`src/rtl/tribus_arbiter.sv`:
```
// Round-robin owner arbiter for a shared tri-state bus: one-hot buffer enables,
// bounded tenure and an all-high-Z turnaround gap between owners.
module tribus_arbiter #(
    parameter int unsigned NREQ     = 4,
    parameter int unsigned MAXBURST = 8,
    parameter int unsigned TURN     = 1,
    localparam int unsigned IDW     = $clog2(NREQ),
    localparam int unsigned MBW     = $clog2(MAXBURST + 1)
) (
    input  logic            clk,
    input  logic            rst_n,
    input  logic [NREQ-1:0] req,
    output logic [NREQ-1:0] en,
    output logic [IDW-1:0]  gnt_id,
    output logic            bus_own,
    output logic [MBW-1:0]  beat
);

    localparam int unsigned GCW = $clog2(TURN + 1);

    typedef enum logic [1:0] {
        IDLE = 2'd0,
        OWN  = 2'd1,
        GAP  = 2'd2
    } state_t;

    state_t           state, state_d;
    logic [IDW-1:0]   ptr, ptr_d;
    logic [GCW-1:0]   gap_cnt, gap_d;
    logic [NREQ-1:0]  en_d;
    logic [IDW-1:0]   gnt_d;
    logic             bus_d;
    logic [MBW-1:0]   beat_d;

    logic             win_any;
    logic [IDW-1:0]   win_id;

    // Rotating-priority search: first requester strictly after ptr, wrapping.
    always_comb begin
        int unsigned idx;
        win_any = 1'b0;
        win_id  = '0;
        idx     = 0;
        for (int unsigned k = 1; k <= NREQ; k++) begin
            idx = 32'(ptr) + k;
            if (idx >= NREQ) begin
                idx = idx - NREQ;
            end
            if (!win_any && req[IDW'(idx)]) begin
                win_any = 1'b1;
                win_id  = IDW'(idx);
            end
        end
    end

    // Next-state and next-output logic; every output is registered below.
    always_comb begin
        state_d = state;
        ptr_d   = ptr;
        gap_d   = gap_cnt;
        en_d    = en;
        gnt_d   = gnt_id;
        bus_d   = bus_own;
        beat_d  = beat;

        case (state)
            IDLE: begin
                if (win_any) begin
                    state_d = OWN;
                    en_d    = NREQ'(1) << win_id;
                    gnt_d   = win_id;
                    ptr_d   = win_id;
                    bus_d   = 1'b1;
                    beat_d  = MBW'(1);
                end else begin
                    en_d  = '0;
                    bus_d = 1'b0;
                end
            end

            OWN: begin
                // Owner keeps the bus only while requesting and under the burst cap.
                if (req[gnt_id] && (beat < MBW'(MAXBURST))) begin
                    beat_d = beat + MBW'(1);
                end else begin
                    state_d = GAP;
                    en_d    = '0;
                    bus_d   = 1'b0;
                    beat_d  = '0;
                    gap_d   = GCW'(TURN);
                end
            end

            GAP: begin
                // Last turnaround cycle doubles as the arbitration slot.
                if (gap_cnt <= GCW'(1)) begin
                    if (win_any) begin
                        state_d = OWN;
                        en_d    = NREQ'(1) << win_id;
                        gnt_d   = win_id;
                        ptr_d   = win_id;
                        bus_d   = 1'b1;
                        beat_d  = MBW'(1);
                    end else begin
                        state_d = IDLE;
                    end
                end else begin
                    gap_d = gap_cnt - GCW'(1);
                end
            end

            default: begin
                state_d = IDLE;
                en_d    = '0;
                bus_d   = 1'b0;
                beat_d  = '0;
            end
        endcase
    end

    // State and output registers; reset parks ptr so index 0 wins first.
    always_ff @(posedge clk or negedge rst_n) begin
        if (!rst_n) begin
            state   <= IDLE;
            ptr     <= IDW'(NREQ - 1);
            gap_cnt <= '0;
            en      <= '0;
            gnt_id  <= '0;
            bus_own <= 1'b0;
            beat    <= '0;
        end else begin
            state   <= state_d;
            ptr     <= ptr_d;
            gap_cnt <= gap_d;
            en      <= en_d;
            gnt_id  <= gnt_d;
            bus_own <= bus_d;
            beat    <= beat_d;
        end
    end

endmodule

```
`config.mk`:
```
export PLATFORM = sky130hd
export DESIGN_NAME = tribus_arbiter
export DESIGN_NICKNAME = d
export VERILOG_FILES = /design/src/rtl/tribus_arbiter.sv
export SDC_FILE = /design/constraint.sdc
export NUM_CORES = 1
export LEC_CHECK = 0
export CAP_MARGIN = 20
export CORE_AREA = 2 2 40 42
export CTS_CLUSTER_SIZE = 30
export DETAILED_ROUTE_END_ITERATION = 10
export DIE_AREA = 0 0 42 44
export DONT_BUFFER_PORTS = 1
export GPL_ROUTABILITY_DRIVEN = 0
export PLACE_DENSITY = 0.67
export SYNTH_ARGS = -nofsm -noshare
export SYNTH_HDL_FRONTEND = slang
export SYNTH_SLANG_ARGS = --single-unit
```
`constraint.sdc`:
```
create_clock -name clk -period 3 [get_ports clk]
set_input_delay 0.6 -clock clk [delete_from_list [all_inputs] [get_ports clk]]
set_output_delay 0.6 -clock clk [all_outputs]
set_load 0.01 [all_outputs]
```
==> results.cfg, run 1 <==
[status]
status = finished, final reports clean

[yosys]
synth_cell_type_count = 30
synth.area.mux_share_pct = 4.49
synth_top_family_by_area = simple AND/OR/NAND/NOR gates
yosys-top-cells-area = dfrtp_1, dfstp_2, nand2_1
synth_compound_area_share_pct = 18.0
synth-edff-count = 0
netlist_area_sq_um = 724
synthSimpleGateAreaFrac_pct = 22.1
yosysTopAreaCell = dfrtp_1
yosysWarnings = 0
netlist_instances = 63
synth_top_area_share_pct = 44.9
synthFlopType = dfrtp_1
synth_xor_area_share_pct = 0
seq_area_frac_synth_pct = 52.2
syn_area_per_cell_sq_um = 11.5
synth_seq_cells = 15
synth_fp_nets = 70
async_flop_share_pct = 100
synth_fa_ha_area_share_pct = 1.73

[power]
p_sw_uw = 311
swShare_pct = 39.9
p_leak_nw = 0.352
peakVddDrop_mv = 0.421
seqPwrFrac_pct = 53.3
powerDensity_mw_per_mm2 = 1010
p_int_uw = 468
p_clk_share_pct = 14.9
p_comb_share_pct = 31.8

[cells_and_area]
stdcell_count = 83
antennaDiodeCount = 0
nFillCells = 129
nets = 75
final_common_cell = dfrtp_1
design_area_sq_um = 771
drive_above_1_share_pct = 19.4
area.growth.synth_to_final_pct = 6.39
final_cell_mix = dfrtp_1, nand2_1, a21oi_1, nor2_1

[clock_network]
post_cts_buffers = 0
htreeDepth = 1
clock_latency_ps = 280
cts-buffers-inserted = 3
clk_pin_slew_worst_paths_ps = 90
cts_root_buf = clkbuf_4
cts_sinks = 15
cts_tree = built
cts_buffer_depth = 2

[worst_hold_path]
hp-class = in -> async

[floorplanning]
fp.dieArea_sq_mm = 0.00185
start_util_pct = 51.1
dieWidth_um = 42
die_h_um = 44
coreArea_sq_mm = 0.00142
io_pins = 17
core.rowCount = 14

[sta]
layout_min_cycle_time_ps = 1680
finalClockSkew_ps = 1.42
maxSlewViolCount = 0
fmax_mhz = 596
worstMarginPinSlew_ps = 591
hold_viol = 0
slew_headroom_pct = 60.5
setup_viol = 0
layout_setup_ws_ps = 1320
setup_tns_ps = 0
rsz0062_at_grt = false
holdWs_ps = 147
finalCritPeriodShare_pct = 56.0

[setup_path]
slowest_stage = mux4_2
critPathKind = reg -> reg
worst_setup_path_start_kind = flop
cpPeakStageDelay_ps = 570
endpoint_kind = flop
required_ps = 3180
crit_chain = mux4_2 -> nand2_1 -> nor4b_1 -> a211o_1
r2r-start = gnt_id[0]
rrSetupSlack_ps = 1320
rr_endpoint = beat[2]
cp.arrival_ps = 1860
critPathMaxFanout = 6
ff2ff_path_depth = 4

[global_routing]
grt_pass1_vias = 510
antenna_found_initial = 0
grt-ovfl-total = 0
grt_max_degree = 14
grtUsageTotal_pct = 18.4
grt_pass1_wl_um = 2440

[placed_design]
portBuffers = 0
preCtsSetupSlack_ps = 1160
dpl_cell_area_sq_um = 733
dp_hpwl_um = 939
dp_cells = 78

[drt]
antenna_left = 0
vias = 505
first_pass_iters = 2
post_drt_wl_per_cell_um = 16.2
drt_wl_total_um = 1340
drtIter0Drc = 3
vias_per_cell = 6.08
drcViolationCount = 0

[run]
maxCapViolCount = 0
-- cells in the mapped netlist, types with 2 or more instances --
library cell,number
o2bb2ai_1,2
nor2b_1,3
and3b_1,2
nor2_1,4
dfrtp_1,13
nand2_1,10
a32o_1,2
a21oi_1,4
dfstp_2,2
-- through the flow --
step                total power, mW  utilization, %
floorplan                     0.618               -
global placement              0.661            51.7
detailed placement            0.665            51.7
CTS                           0.790            54.3
global route                  0.852            54.3
finish                        0.779            54.3
-- metal layers --
layer	GRT usage (%)	part of all wire, %	vias up
li1	-	-	246
met1	22.9	45	245
met2	26.9	47	9
met3	6.67	5.8	5
met4	12.3	2.3	0
met5	0	0	-
-- layout make-up --
| type | instances | area [sq um] | area share [%] |
|---|---|---|---|
| clock buffers | 3 | 22.5 | 2.92 |
| clock inverters | 1 | 5.00 | 0.649 |
| multi-input cells | 47 | 335 | 43.5 |
| flip-flops and latches | 15 | 378 | 49.0 |
| well taps | 16 | 20.0 | 2.60 |
| repair buffers | 1 | 10.0 | 1.30 |
-- how the worst max path moves through the flow --
| stage | startpoint | endpoint | slack (ps) | cells after the start |
|---|---|---|---|---|
| after floorplan | req[3] | en[0] | 1230 | 4 |
| after global placement | req[3] | beat[2] | 1180 | 4 |
| after detailed placement | req[3] | beat[2] | 1160 | 4 |
| after CTS | gnt_id[0] | beat[2] | 1320 | 4 |
| after global routing | gnt_id[0] | beat[2] | 1220 | 4 |
| final | gnt_id[0] | beat[2] | 1320 | 4 |
-- registers in the layout (all words and copies together) (netlist names) --
name,flops
beat,4
bus_own,1
en,4
gnt_id,2
ptr,2
state,2
-- critical path, delay by kind of cell, from the launching register on --
family,cells,cell delay [ps]
muxes,1,570
DFF,1,460
and+or+nand+nor,2,270
AOI/OAI and AO/OA,1,260
-- cell families (layout without fill, tap and decap cells) --
kind of cell,count (synthesis),in the layout
adders and majority gates,1,1
DFF,15,15
buffers and inverters,1,5
and+or+nand+nor,28,28
AOI/OAI and AO/OA,16,16
muxes,2,2
-- timing repair --
| item | in CTS | in global routing |
|---|---|---|
| endpoints found under the hold margin | 13 | 0 |
| gates resized for setup | 0 | 0 |
| hold buffers | 1 | 0 |
-- power by group through the flow --
stage	Clock (mW)	Combinational [mW]	Sequential (mW)
2_1_floorplan	0	0.222	0.396
3_3_place_gp	0	0.241	0.420
3_5_place_dp	0	0.243	0.423
4_1_cts	0.121	0.252	0.418
5_1_grt	0.131	0.289	0.432
6_report	0.116	0.248	0.416
(Power assumes the default switching activity.)
==> run 2: changes to the inputs <==
Settings changed: CORE_AREA 2 2 40 42 to 2 2 41 43, DIE_AREA 0 0 42 44 to 0 0 43 45, PLACE_DENSITY 0.67 to 0.66.
Clock period 3 ns to 1.45 ns, I/O delays scaled along.
==> run 2 against run 1 <==
  * The run now ends with negative setup slack left
  * Largest power group is now combinational cells
  * Critical path type unchanged
  * Utilization up 7.0 points
  * Total power up 150%
  * Sequential cell count unchanged
  * Largest cell class unchanged
==> results.cfg, run 2 (synthesis results as in run 1) <==
[status]
status = complete, but fails checks
violations = negative setup slack

[cells_and_area]
register_area_sq_um = 378
area.growth.synth_to_final_pct = 24.5
final_cell_mix = dfrtp_1, buf_4, nand2_1
reg_top3 = beat (4), en (4)
antennaDiodeCount = 0
multi_input_area_sq_um = 358
utilization_pct = 61.3
nets = 89
nFillCells = 135
drive_above_1_share_pct = 39.5

[clock_network]
clk_pin_slew_worst_paths_ps = 90
cts_sinks = 15
htreeDepth = 1
cts_buffer_depth = 2
cts_root_buf = clkbuf_4
clock_latency_ps = 290
cts_tree = built
cts-buffers-inserted = 3

[sta]
maxSlewViolCount = 0
hold_viol = 0
fmax_mhz = 647
finalCritPeriodShare_pct = 107
layout_min_cycle_time_ps = 1550
slew_headroom_pct = 55.0
setup_tns_ps = -345
finalClockSkew_ps = 6.03
rsz0062_at_grt = true
worstMarginPinSlew_ps = 673
layout_setup_ws_ps = -96.4
holdWs_ps = 301
setup_viol = 6

[setup_path]
required_ps = 1630
ff2ff_path_depth = 3
critPathMaxFanout = 5
cpPeakStageDelay_ps = 550
endpoint_kind = flop
slowest_stage = mux4_2
rr_endpoint = en[0]
critPathKind = reg -> reg
r2r-start = gnt_id[0]
cp.arrival_ps = 1730
worst_setup_path_start_kind = flop
crit_chain = mux4_2 -> a22o_4 -> a32o_1
rrSetupSlack_ps = -100

[worst_hold_path]
hp-class = in -> reg
min_from = req[1]
holdPathStages = 3
hold_end = beat[0]

[floorplanning]
die_h_um = 45
start_util_pct = 49.2
coreArea_sq_mm = 0.00147
fp.dieArea_sq_mm = 0.00194
dieWidth_um = 43
core.rowCount = 14
io_pins = 17

[global_routing]
grt_pass1_wl_um = 2590
grt-ovfl-total = 0
grt_pass1_vias = 566
antenna_found_initial = 0
grt_max_degree = 16
grtUsageTotal_pct = 18.6

[power]
p_int_mw = 1.20
p_leak_nw = 0.430
swShare_pct = 37.6
seqPwrFrac_pct = 41.3
powerDensity_mw_per_mm2 = 2130
peakVddDrop_mv = 1.24
p_comb_share_pct = 46.2
p_sw_uw = 721
p_clk_share_pct = 12.5

[run]
maxCapViolCount = 0

[drt]
post_drt_wl_per_cell_um = 15.3
drt_wl_total_um = 1480
drcViolationCount = 0
first_pass_iters = 4
vias = 564
antenna_left = 0
drtIter0Drc = 7
vias_per_cell = 5.81

[placed_design]
portBuffers = 0
dp_hpwl_um = 1130
run 2: cell count changes in the layout (fill, tap and decap cells not counted):
cell      previous run  this run
o31ai_1              1         0
nor2b_1              3         2
nor2b_2              0         1
o31ai_2              0         1
nand2b_4             0         1
nand2b_1             1         0
buf_6                0         1
a21oi_1              4         2
a21oi_2              0         2
buf_4                0        13
run 2: timing repair:
| item | CTS | global route |
|---|---|---|
| hold buffers | 1 | 0 |
| gates resized for setup | 3 | 3 |
| buffers inserted | 0 | 1 |
| setup endpoints to repair | 8 | 12 |
| pin swaps | 3 | 1 |
| endpoints found under the hold margin | 15 | 0 |
run 2: power by group through the flow:
| stage | logic (mW) | clock network [mW] | registers (mW) |
|---|---|---|---|
| 2_1_floorplan | 0.460 | 0 | 0.818 |
| 3_3_place_gp | 0.782 | 0 | 0.791 |
| 3_5_place_dp | 0.802 | 0 | 0.800 |
| 4_1_cts | 0.837 | 0.247 | 0.795 |
| 5_1_grt | 0.980 | 0.259 | 0.824 |
| 6_report | 0.886 | 0.241 | 0.793 |
run 2: critical path: cells and delay by family, from the launching register on:
| kind | cells | cell delay, ps |
|---|---|---|
| AO/OA/AOI/OAI | 2 | 490 |
| flip-flops | 1 | 400 |
| multiplexers | 1 | 550 |
run 2: area by class of cell:
type,instances,area share (%)
Sequential cell,15,41.9
Multi-Input combinational cell,47,39.7
Timing Repair Buffer,15,13.2
Clock buffer,3,2.50
Tap cell,16,2.22
Clock inverter,1,0.555
run 2: per-stage QoR:
stage / instances / cell area (sq um) / power [mW] / setup slack, ps
2_1_floorplan: 63 / 724 / 1.28 / -103
3_3_place_gp: 91 / 831 / 1.57 / -48.6
3_5_place_dp: 91 / 831 / 1.60 / -79.8
4_1_cts: 96 / 881 / 1.88 / -88.7
5_1_grt: 97 / 902 / 2.06 / -158
6_report: 97 / 902 / 1.92 / -96.4
run 2: metal layers:
metal / up-vias / GRT usage (%) / wire length [um]
met4: 0 / 10.9 / 38
li1: 272 / - / -
met2: 15 / 31.2 / 734
met5: - / 0 / 0
met3: 5 / 4.00 / 75
met1: 272 / 22.3 / 633
run 2: worst max-delay path by stage:
stage | cells past startpoint | to | slack [ps] | startpoint
3_5_place_dp | 3 | en[0] | -80 | gnt_id[0]
3_3_place_gp | 3 | en[2] | -50 | gnt_id[0]
6_report | 3 | en[0] | -100 | gnt_id[0]
5_1_grt | 3 | en[2] | -160 | gnt_id[0]
4_1_cts | 3 | en[0] | -90 | gnt_id[0]
2_1_floorplan | 3 | en[2] | -100 | gnt_id[0]
